### src/rtl/prog_loader.sv
// ---------------------------------------------------------------------------
// prog_loader
//
// Boot-time program loader and run supervisor for the 16-bit RISC SoC.
// A byte stream carrying a program image is written word by word into
// instruction memory while the core is held in reset. Once the image is
// complete the core is released, and its executed cycles are counted until
// it raises holt.
//
// Stream format, high byte first throughout:
//   word count N (2 bytes), N words (2 bytes each), optional checksum byte.
//
// Optional feature macro: PROG_LOADER_CHECKSUM_EN
//   defined   : one checksum byte follows the data. It must equal the XOR of
//               all header and data bytes. A mismatch parks the loader in
//               ERROR with err=1 and the core kept in reset.
//   undefined : no checksum byte is expected and err is tied to 0.
//
// Parameters
//   ADDR_W      instruction memory address width (capacity 2^ADDR_W words)
//   CNT_W       cycle counter width
//
// Ports
//   CLK         clock
//   RST_N       asynchronous active-low reset
//   in_valid    byte-stream valid
//   in_data     byte-stream data
//   in_ready    loader can accept a byte
//   imem_we     instruction memory write strobe, one cycle per word
//   imem_addr   instruction memory write address
//   imem_wdata  instruction memory write data
//   core_rst_n  core reset, active-low
//   holt        core halt indication (only looked at while running)
//   cycle_count core cycles executed, saturating
//   done        core has halted
//   ovf         sticky: image was larger than instruction memory
//   err         checksum failure
// ---------------------------------------------------------------------------
module prog_loader #(
    parameter int ADDR_W = 8,
    parameter int CNT_W  = 16
) (
    input  logic              CLK,
    input  logic              RST_N,
    input  logic              in_valid,
    input  logic [7:0]        in_data,
    output logic              in_ready,
    output logic              imem_we,
    output logic [ADDR_W-1:0] imem_addr,
    output logic [15:0]       imem_wdata,
    output logic              core_rst_n,
    input  logic              holt,
    output logic [CNT_W-1:0]  cycle_count,
    output logic              done,
    output logic              ovf,
    output logic              err
);

    typedef enum logic [2:0] {
        HDR_HI,
        HDR_LO,
        DAT_HI,
        DAT_LO,
`ifdef PROG_LOADER_CHECKSUM_EN
        CHK,
        ERROR,
`endif
        RUN,
        HALTED
    } loaderState_e;

    // Number of words instruction memory can hold; one extra bit so that
    // ADDR_W=16 still yields a representable bound.
    localparam logic [16:0] CAPACITY = 17'(1) << ADDR_W;

    loaderState_e      state_q, state_d;
    logic [15:0]       wordCount_q, wordCount_d;
    logic [15:0]       idx_q, idx_d;
    logic [7:0]        hiByte_q, hiByte_d;
    logic              inReady_q, inReady_d;
    logic              imemWe_q, imemWe_d;
    logic [ADDR_W-1:0] imemAddr_q, imemAddr_d;
    logic [15:0]       imemWdata_q, imemWdata_d;
    logic              coreRstN_q, coreRstN_d;
    logic [CNT_W-1:0]  cycleCount_q, cycleCount_d;
    logic              done_q, done_d;
    logic              ovf_q, ovf_d;
`ifdef PROG_LOADER_CHECKSUM_EN
    logic [7:0]        chk_q, chk_d;
    logic              err_q, err_d;
`endif

    logic              accept;
    logic              lastByte;
    logic              wordFits;

    // State and output registers. Every output comes straight from a flop,
    // and an asynchronous reset drops the core back into reset at once.
    always_ff @(posedge CLK or negedge RST_N) begin
        if (!RST_N) begin
            state_q      <= HDR_HI;
            wordCount_q  <= '0;
            idx_q        <= '0;
            hiByte_q     <= '0;
            inReady_q    <= 1'b1;
            imemWe_q     <= 1'b0;
            imemAddr_q   <= '0;
            imemWdata_q  <= '0;
            coreRstN_q   <= 1'b0;
            cycleCount_q <= '0;
            done_q       <= 1'b0;
            ovf_q        <= 1'b0;
`ifdef PROG_LOADER_CHECKSUM_EN
            chk_q        <= '0;
            err_q        <= 1'b0;
`endif
        end else begin
            state_q      <= state_d;
            wordCount_q  <= wordCount_d;
            idx_q        <= idx_d;
            hiByte_q     <= hiByte_d;
            inReady_q    <= inReady_d;
            imemWe_q     <= imemWe_d;
            imemAddr_q   <= imemAddr_d;
            imemWdata_q  <= imemWdata_d;
            coreRstN_q   <= coreRstN_d;
            cycleCount_q <= cycleCount_d;
            done_q       <= done_d;
            ovf_q        <= ovf_d;
`ifdef PROG_LOADER_CHECKSUM_EN
            chk_q        <= chk_d;
            err_q        <= err_d;
`endif
        end
    end

    // Next-state and next-output logic. in_ready is registered, so the
    // handshake uses the registered copy and the next value is derived from
    // the state being entered.
    always_comb begin
        state_d      = state_q;
        wordCount_d  = wordCount_q;
        idx_d        = idx_q;
        hiByte_d     = hiByte_q;
        imemWe_d     = 1'b0;
        imemAddr_d   = imemAddr_q;
        imemWdata_d  = imemWdata_q;
        coreRstN_d   = coreRstN_q;
        cycleCount_d = cycleCount_q;
        done_d       = done_q;
        ovf_d        = ovf_q;
`ifdef PROG_LOADER_CHECKSUM_EN
        chk_d        = chk_q;
        err_d        = err_q;
`endif
        accept   = in_valid && inReady_q;
        lastByte = 1'b0;
        wordFits = ({1'b0, idx_q} < CAPACITY);

        case (state_q)
            HDR_HI: begin
                if (accept) begin
                    wordCount_d = {in_data, 8'h00};
                    state_d     = HDR_LO;
`ifdef PROG_LOADER_CHECKSUM_EN
                    chk_d       = chk_q ^ in_data;
`endif
                end
            end

            HDR_LO: begin
                if (accept) begin
                    wordCount_d = {wordCount_q[15:8], in_data};
                    idx_d       = '0;
`ifdef PROG_LOADER_CHECKSUM_EN
                    chk_d       = chk_q ^ in_data;
`endif
                    // An empty image finishes on its header.
                    if ({wordCount_q[15:8], in_data} == 16'd0) begin
                        lastByte = 1'b1;
                    end else begin
                        state_d = DAT_HI;
                    end
                end
            end

            DAT_HI: begin
                if (accept) begin
                    hiByte_d = in_data;
                    state_d  = DAT_LO;
`ifdef PROG_LOADER_CHECKSUM_EN
                    chk_d    = chk_q ^ in_data;
`endif
                end
            end

            DAT_LO: begin
                if (accept) begin
                    // Words beyond the memory are consumed but never written;
                    // they only leave the sticky overflow flag behind.
                    if (wordFits) begin
                        imemWe_d    = 1'b1;
                        imemAddr_d  = idx_q[ADDR_W-1:0];
                        imemWdata_d = {hiByte_q, in_data};
                    end else begin
                        ovf_d = 1'b1;
                    end
                    idx_d = idx_q + 16'd1;
`ifdef PROG_LOADER_CHECKSUM_EN
                    chk_d = chk_q ^ in_data;
`endif
                    if (idx_q == wordCount_q - 16'd1) begin
                        lastByte = 1'b1;
                    end else begin
                        state_d = DAT_HI;
                    end
                end
            end

`ifdef PROG_LOADER_CHECKSUM_EN
            CHK: begin
                if (accept) begin
                    if (in_data == chk_q) begin
                        state_d = RUN;
                    end else begin
                        state_d = ERROR;
                        err_d   = 1'b1;
                    end
                end
            end

            ERROR: begin
            end
`endif

            RUN: begin
                // Release happens one cycle after entering RUN so the final
                // memory write has completed before the core fetches. The
                // first countable cycle is the one after the release edge.
                coreRstN_d = 1'b1;
                if (holt) begin
                    state_d = HALTED;
                    done_d  = 1'b1;
                end else if (coreRstN_q && (cycleCount_q != {CNT_W{1'b1}})) begin
                    cycleCount_d = cycleCount_q + CNT_W'(1);
                end
            end

            HALTED: begin
            end

            default: begin
                state_d = HDR_HI;
            end
        endcase

        if (lastByte) begin
`ifdef PROG_LOADER_CHECKSUM_EN
            state_d = CHK;
`else
            state_d = RUN;
`endif
        end

`ifdef PROG_LOADER_CHECKSUM_EN
        inReady_d = (state_d == HDR_HI) || (state_d == HDR_LO) ||
                    (state_d == DAT_HI) || (state_d == DAT_LO) ||
                    (state_d == CHK);
`else
        inReady_d = (state_d == HDR_HI) || (state_d == HDR_LO) ||
                    (state_d == DAT_HI) || (state_d == DAT_LO);
`endif
    end

    assign in_ready    = inReady_q;
    assign imem_we     = imemWe_q;
    assign imem_addr   = imemAddr_q;
    assign imem_wdata  = imemWdata_q;
    assign core_rst_n  = coreRstN_q;
    assign cycle_count = cycleCount_q;
    assign done        = done_q;
    assign ovf         = ovf_q;
`ifdef PROG_LOADER_CHECKSUM_EN
    assign err         = err_q;
`else
    assign err         = 1'b0;
`endif

endmodule

### config.mk
export PLATFORM = sky130hd
export DESIGN_NAME = prog_loader
export DESIGN_NICKNAME = d
export VERILOG_FILES = /design/src/rtl/prog_loader.sv
export SDC_FILE = /design/constraint.sdc
export NUM_CORES = 1
export LEC_CHECK = 0
export BUFFER_PORTS_ARGS = -buffer_cell sky130_fd_sc_hd__buf_2
export CORE_ASPECT_RATIO = 0.8
export CORE_UTILIZATION = 45
export DETAILED_ROUTE_END_ITERATION = 16
export MAX_ROUTING_LAYER = met4
export PLACE_DENSITY_LB_ADDON = 0.1
export SKIP_CTS_REPAIR_TIMING = 1
export SYNTH_ARGS = -nofsm -noshare
export SYNTH_HDL_FRONTEND = slang
export SYNTH_SLANG_ARGS = --single-unit
### constraint.sdc
create_clock -name CLK -period 2.56 [get_ports CLK]
set_input_delay 0.384 -clock CLK [delete_from_list [all_inputs] [get_ports CLK]]
set_output_delay 0.384 -clock CLK [all_outputs]
set_load 0.02 [all_outputs]
==> results by stage <==
STA:
- The highest clock rate is 416.3 MHz.
- The relative slew slack is 61.23%.
- The number of max-slew violations in the final report was 0.
- In the final timing run, aggregate negative setup slack is 0 ns.
- The share of the clock period used by the worst path is 93.84%.
- Setup violations remaining at the end of the flow were counted as 0.
- Setup repair after global routing left no endpoint under its margin.
- At the pin with the least slew margin, the transition time is 0.5815 ns.
- The number of failing hold endpoints at the final stage was 0.
- Clock skew on the completed layout was measured at 0.005291 ns.
- The clock period minus final worst setup slack is 2.402 ns.
- Setup slack on the critical path of the routed design comes to 0.1578 ns.

Layout:
- Fill cells in the final layout number 802.
- 0 antenna diodes ended up in the layout.
- The leading cell type in the layout, fill and taps excluded is dfrtp_1.
- The multi-input logic area is 0.002004 sq mm.
- Registers take 0.002203 sq mm.
- Leaving out fill and tap cells, the most frequent cells in the layout are dfrtp_1 (87), buf_2 (55), mux2_2 (37).
- After the last flow step, the layout net total stands at 468.
- Cells with a size suffix above 1 make up 31.00% of the layout.
- The area growth from synthesis to layout is 18.14%.

Setup path:
- The cell with the largest stage delay on the worst path is or4b_4.
- In this run the critical register-to-register path is launched from wordCount_q[1].
- The endpoint class of the critical path is a flip-flop.
- The critical path is of the reg -> reg type.
- The delay contributed by the slowest stage of the critical path is 0.52 ns.
- Of all nets on the critical path, the largest fanout is 6.
- The signal on the critical path passes through inv_1 -> ha_1 -> or4b_4 -> or3_1 -> a32o_1 -> o22ai_2 -> nor4_2 -> or2_1.
- The worst register-to-register path ends at state_q[2].
- At the worst endpoint, the required time is 2.78 ns.
- For flop-to-flop paths, the worst setup slack is 0.16 ns.
- The number of cells on the worst reg-to-reg path is 8.
- The critical path data arrival time is 2.62 ns.
- The launching element type of the critical path is a flip-flop.

Status:
- The checks that failed: design-rule violations.
- The flow ran to the end, but the final reports show violations.

Clock network:
- The count of H-tree levels built during CTS is 3.
- Counting every sink on the clock net gives 88.
- After clock tree synthesis, the clock-pin slew on the worst setup and hold paths is 0.06 ns.
- The clock reaches the later pin of the worst-skew pair after 0.34 ns.
- The number of buffers added by the clock tree synthesis step is 9.
- The longest clock path from root to sink contains 2 buffers.
- The clock tree from TritonCTS is done.
- The clock root buffer is clkbuf_16.

Routing:
- Across all layers, the routed design uses 3,194 vias.
- The iteration count of the initial detailed-routing pass is 11.
- The final routed wire length divided by cell count is 16.75 microns.
- The number of nets with antenna violations after detailed routing is 0.
- Using the TritonRoute via totals, the vias-per-cell ratio works out to 5.574.
- The final wirelength is 9597 microns.
- The detailed router's first-iteration violation count is 234.
- The total DRC errors in the routed layout is 3.

Power and ir drop:
- The power after layout is 4.441 mW.
- The portion of total power attributed to combinational logic is 27.1%.
- The maximum vdd ir drop is 544.1 uV.
- The leakage power is 2.406 nW.
- The switching power share of the total is 32.43%.
- The cell area power density is 870.7 mW/mm^2.
- The relative contribution of sequential cells to total power is 42.7%.
- Summed over all nets, the switching power comes to 1.440 mW.
- The clock power share is 30.2%.
- The internal power is 3.000 mW.

Global routing:
- Global routing used 21.06% of the available tracks.
- The total overflow left after global routing is 0.
- Entering global routing, the biggest net connects 47 pins.
- The number of antenna violations at the first check in global routing came to 0.
- The number of global-route vias before repair is 2,933.
- The global-route wire length before repair is 15,270 microns.

Synth:
- Summing the sequential cell areas from Yosys gives 51.04% of the chip area.
- The proportion of synthesized flip-flops having asynchronous set or reset is 100.0%.
- The prevailing post-synth register cell is dfrtp_1.
- The portion of synthesized cell area occupied by the leading cell type is 50.43%.
- The synthesized design spends more area on one cell type than any other, namely dfrtp_1.
- The total number of yosys warnings is 0.
- The cell area that synthesis handed to floorplanning was 0.004317 sq mm.
- The synthesized area divided by synthesized cell count is 11.33 sq um.
- In this run, synthesis produced a sequential element count of 88.
- By area the synthesized netlist is led by dfrtp_1 (50%), mux2_2 (9.7%), xnor2_1 (4.1%).
- Synthesis produced a netlist whose cell count is 381.
- The synthesized design contains 0 enable-type register cells.
- When the netlist entered floorplanning its net count stood at 396.
- The number of distinct library cells after synthesis is 64.

Place:
- The HPWL after detailed placement is 7066 microns.
- OpenSTA, run right after detailed placement, puts the worst setup slack at 0.1775 ns.
- The final RePlAce weighted congestion is 0.8975.
- The count of buffers inserted at the top-level ports is 56.

Die:
- The die is 89.60 microns tall.
- 58 I/O pins were placed.
- The row count is 31.
- The die is 111.5 microns wide.
- The core box area is 0.009193 sq mm.
- The initial standard-cell utilization of the core is 46.96%.
- The area of the die is 0.009990 sq mm.

Flow run:
- Across the run, the number of max-cap violations was 0.

Worst hold path:
- The class of the worst hold path is in -> async.
-- layer usage --
| layer | vias to the layer above | part of all wire (%) | global-route usage [%] |
|---|---|---|---|
| met1 | 1578 | 51 | 29.50 |
| li1 | 1541 | - | - |
| met3 | 4 | 4.2 | 5.772 |
| met4 | 0 | 0.54 | 4.545 |
| met5 | - | 0 | - |
| met2 | 71 | 44 | 30.57 |
-- registers in the layout, indices dropped and copies added, names as in the netlist, 3 cells and up --
signal	count
imem_addr	8
imem_wdata	16
wordCount_q	16
hiByte_q	8
idx_q	16
cycle_count	16
state_q	3
-- layout make-up --
type / count / share of cell area [%]
Tap cell: 115 / 2.821
Timing Repair Buffer: 73 / 8.047
Sequential cell: 88 / 43.20
Multi-Input combinational cell: 272 / 39.30
Clock inverter: 5 / 1.202
Clock buffer: 11 / 4.760
Inverter: 9 / 0.6624
-- worst max-delay path, delay by kind of cell, from the launching register on --
family | cells | cell delay (ns)
compound gates | 2 | 0.42
buf+inv | 1 | 0.07
simple gates | 4 | 1.15
fa+ha+maj | 1 | 0.22
flops | 1 | 0.43
-- cells by family after synthesis --
family                   count (synthesis)  synth area share [%]
other                                    1               0.08687
flip-flops                              88                 51.04
buffers and inverters                   21                 2.521
XOR/XNOR                                32                 6.493
multiplexers                            45                 11.65
AO/OA/AOI/OAI                           59                 9.855
AND/OR/NAND/NOR                        132                 17.48
adder cells (fa/ha/maj)                  3                0.8697
-- power by group through the flow --
stage / clock network (mW) / logic [mW] / registers [mW]
floorplan: 0 / 0.688 / 2.02
global placement: 0 / 1.19 / 1.91
detailed placement: 0 / 1.21 / 1.92
CTS: 1.37 / 1.21 / 1.90
global route: 1.43 / 1.32 / 1.94
finish: 1.34 / 1.20 / 1.90
-- synthesized netlist by cell type (all sizes together) (4+ instances only) --
cell,number
xnor2,20
mux2,42
clkbuf,4
dfrtp,87
inv,8
nor2,21
xor2,12
a22o,10
nand2,33
or2,4
a31oi,6
buf,8
and3,4
o21ai,16
nand3,10
nor2b,4
or3,6
nor3,12
nand4,11
nor4,9
o31ai,7
-- metrics by stage --
stage | hold slack (ns) | utilization (%) | instance area [sq um] | cells
5_1_grt | 0.08549 | 55.48 | 5100 | 573
6_report | 0.03827 | 55.48 | 5100 | 573
4_1_cts | 0.05930 | 55.48 | 5100 | 573
3_5_place_dp | 0.4190 | 52.17 | 4796 | 557
3_3_place_gp | 0.4172 | 52.17 | 4796 | 557
2_1_floorplan | 0.08841 | - | 4317 | 381
-- worst max path at each step --
stage / start / endpoint / slack, ns / cells after the start
after floorplan: wordCount_q[0] / state_q[2] / 0.30 / 8
after global placement: wordCount_q[1] / state_q[2] / 0.24 / 8
after detailed placement: wordCount_q[1] / state_q[2] / 0.18 / 8
after CTS: wordCount_q[1] / state_q[2] / 0.16 / 8
after global routing: wordCount_q[1] / state_q[2] / 0.05 / 8
final: wordCount_q[1] / state_q[2] / 0.16 / 8
Power figures use the tool's default switching activity.
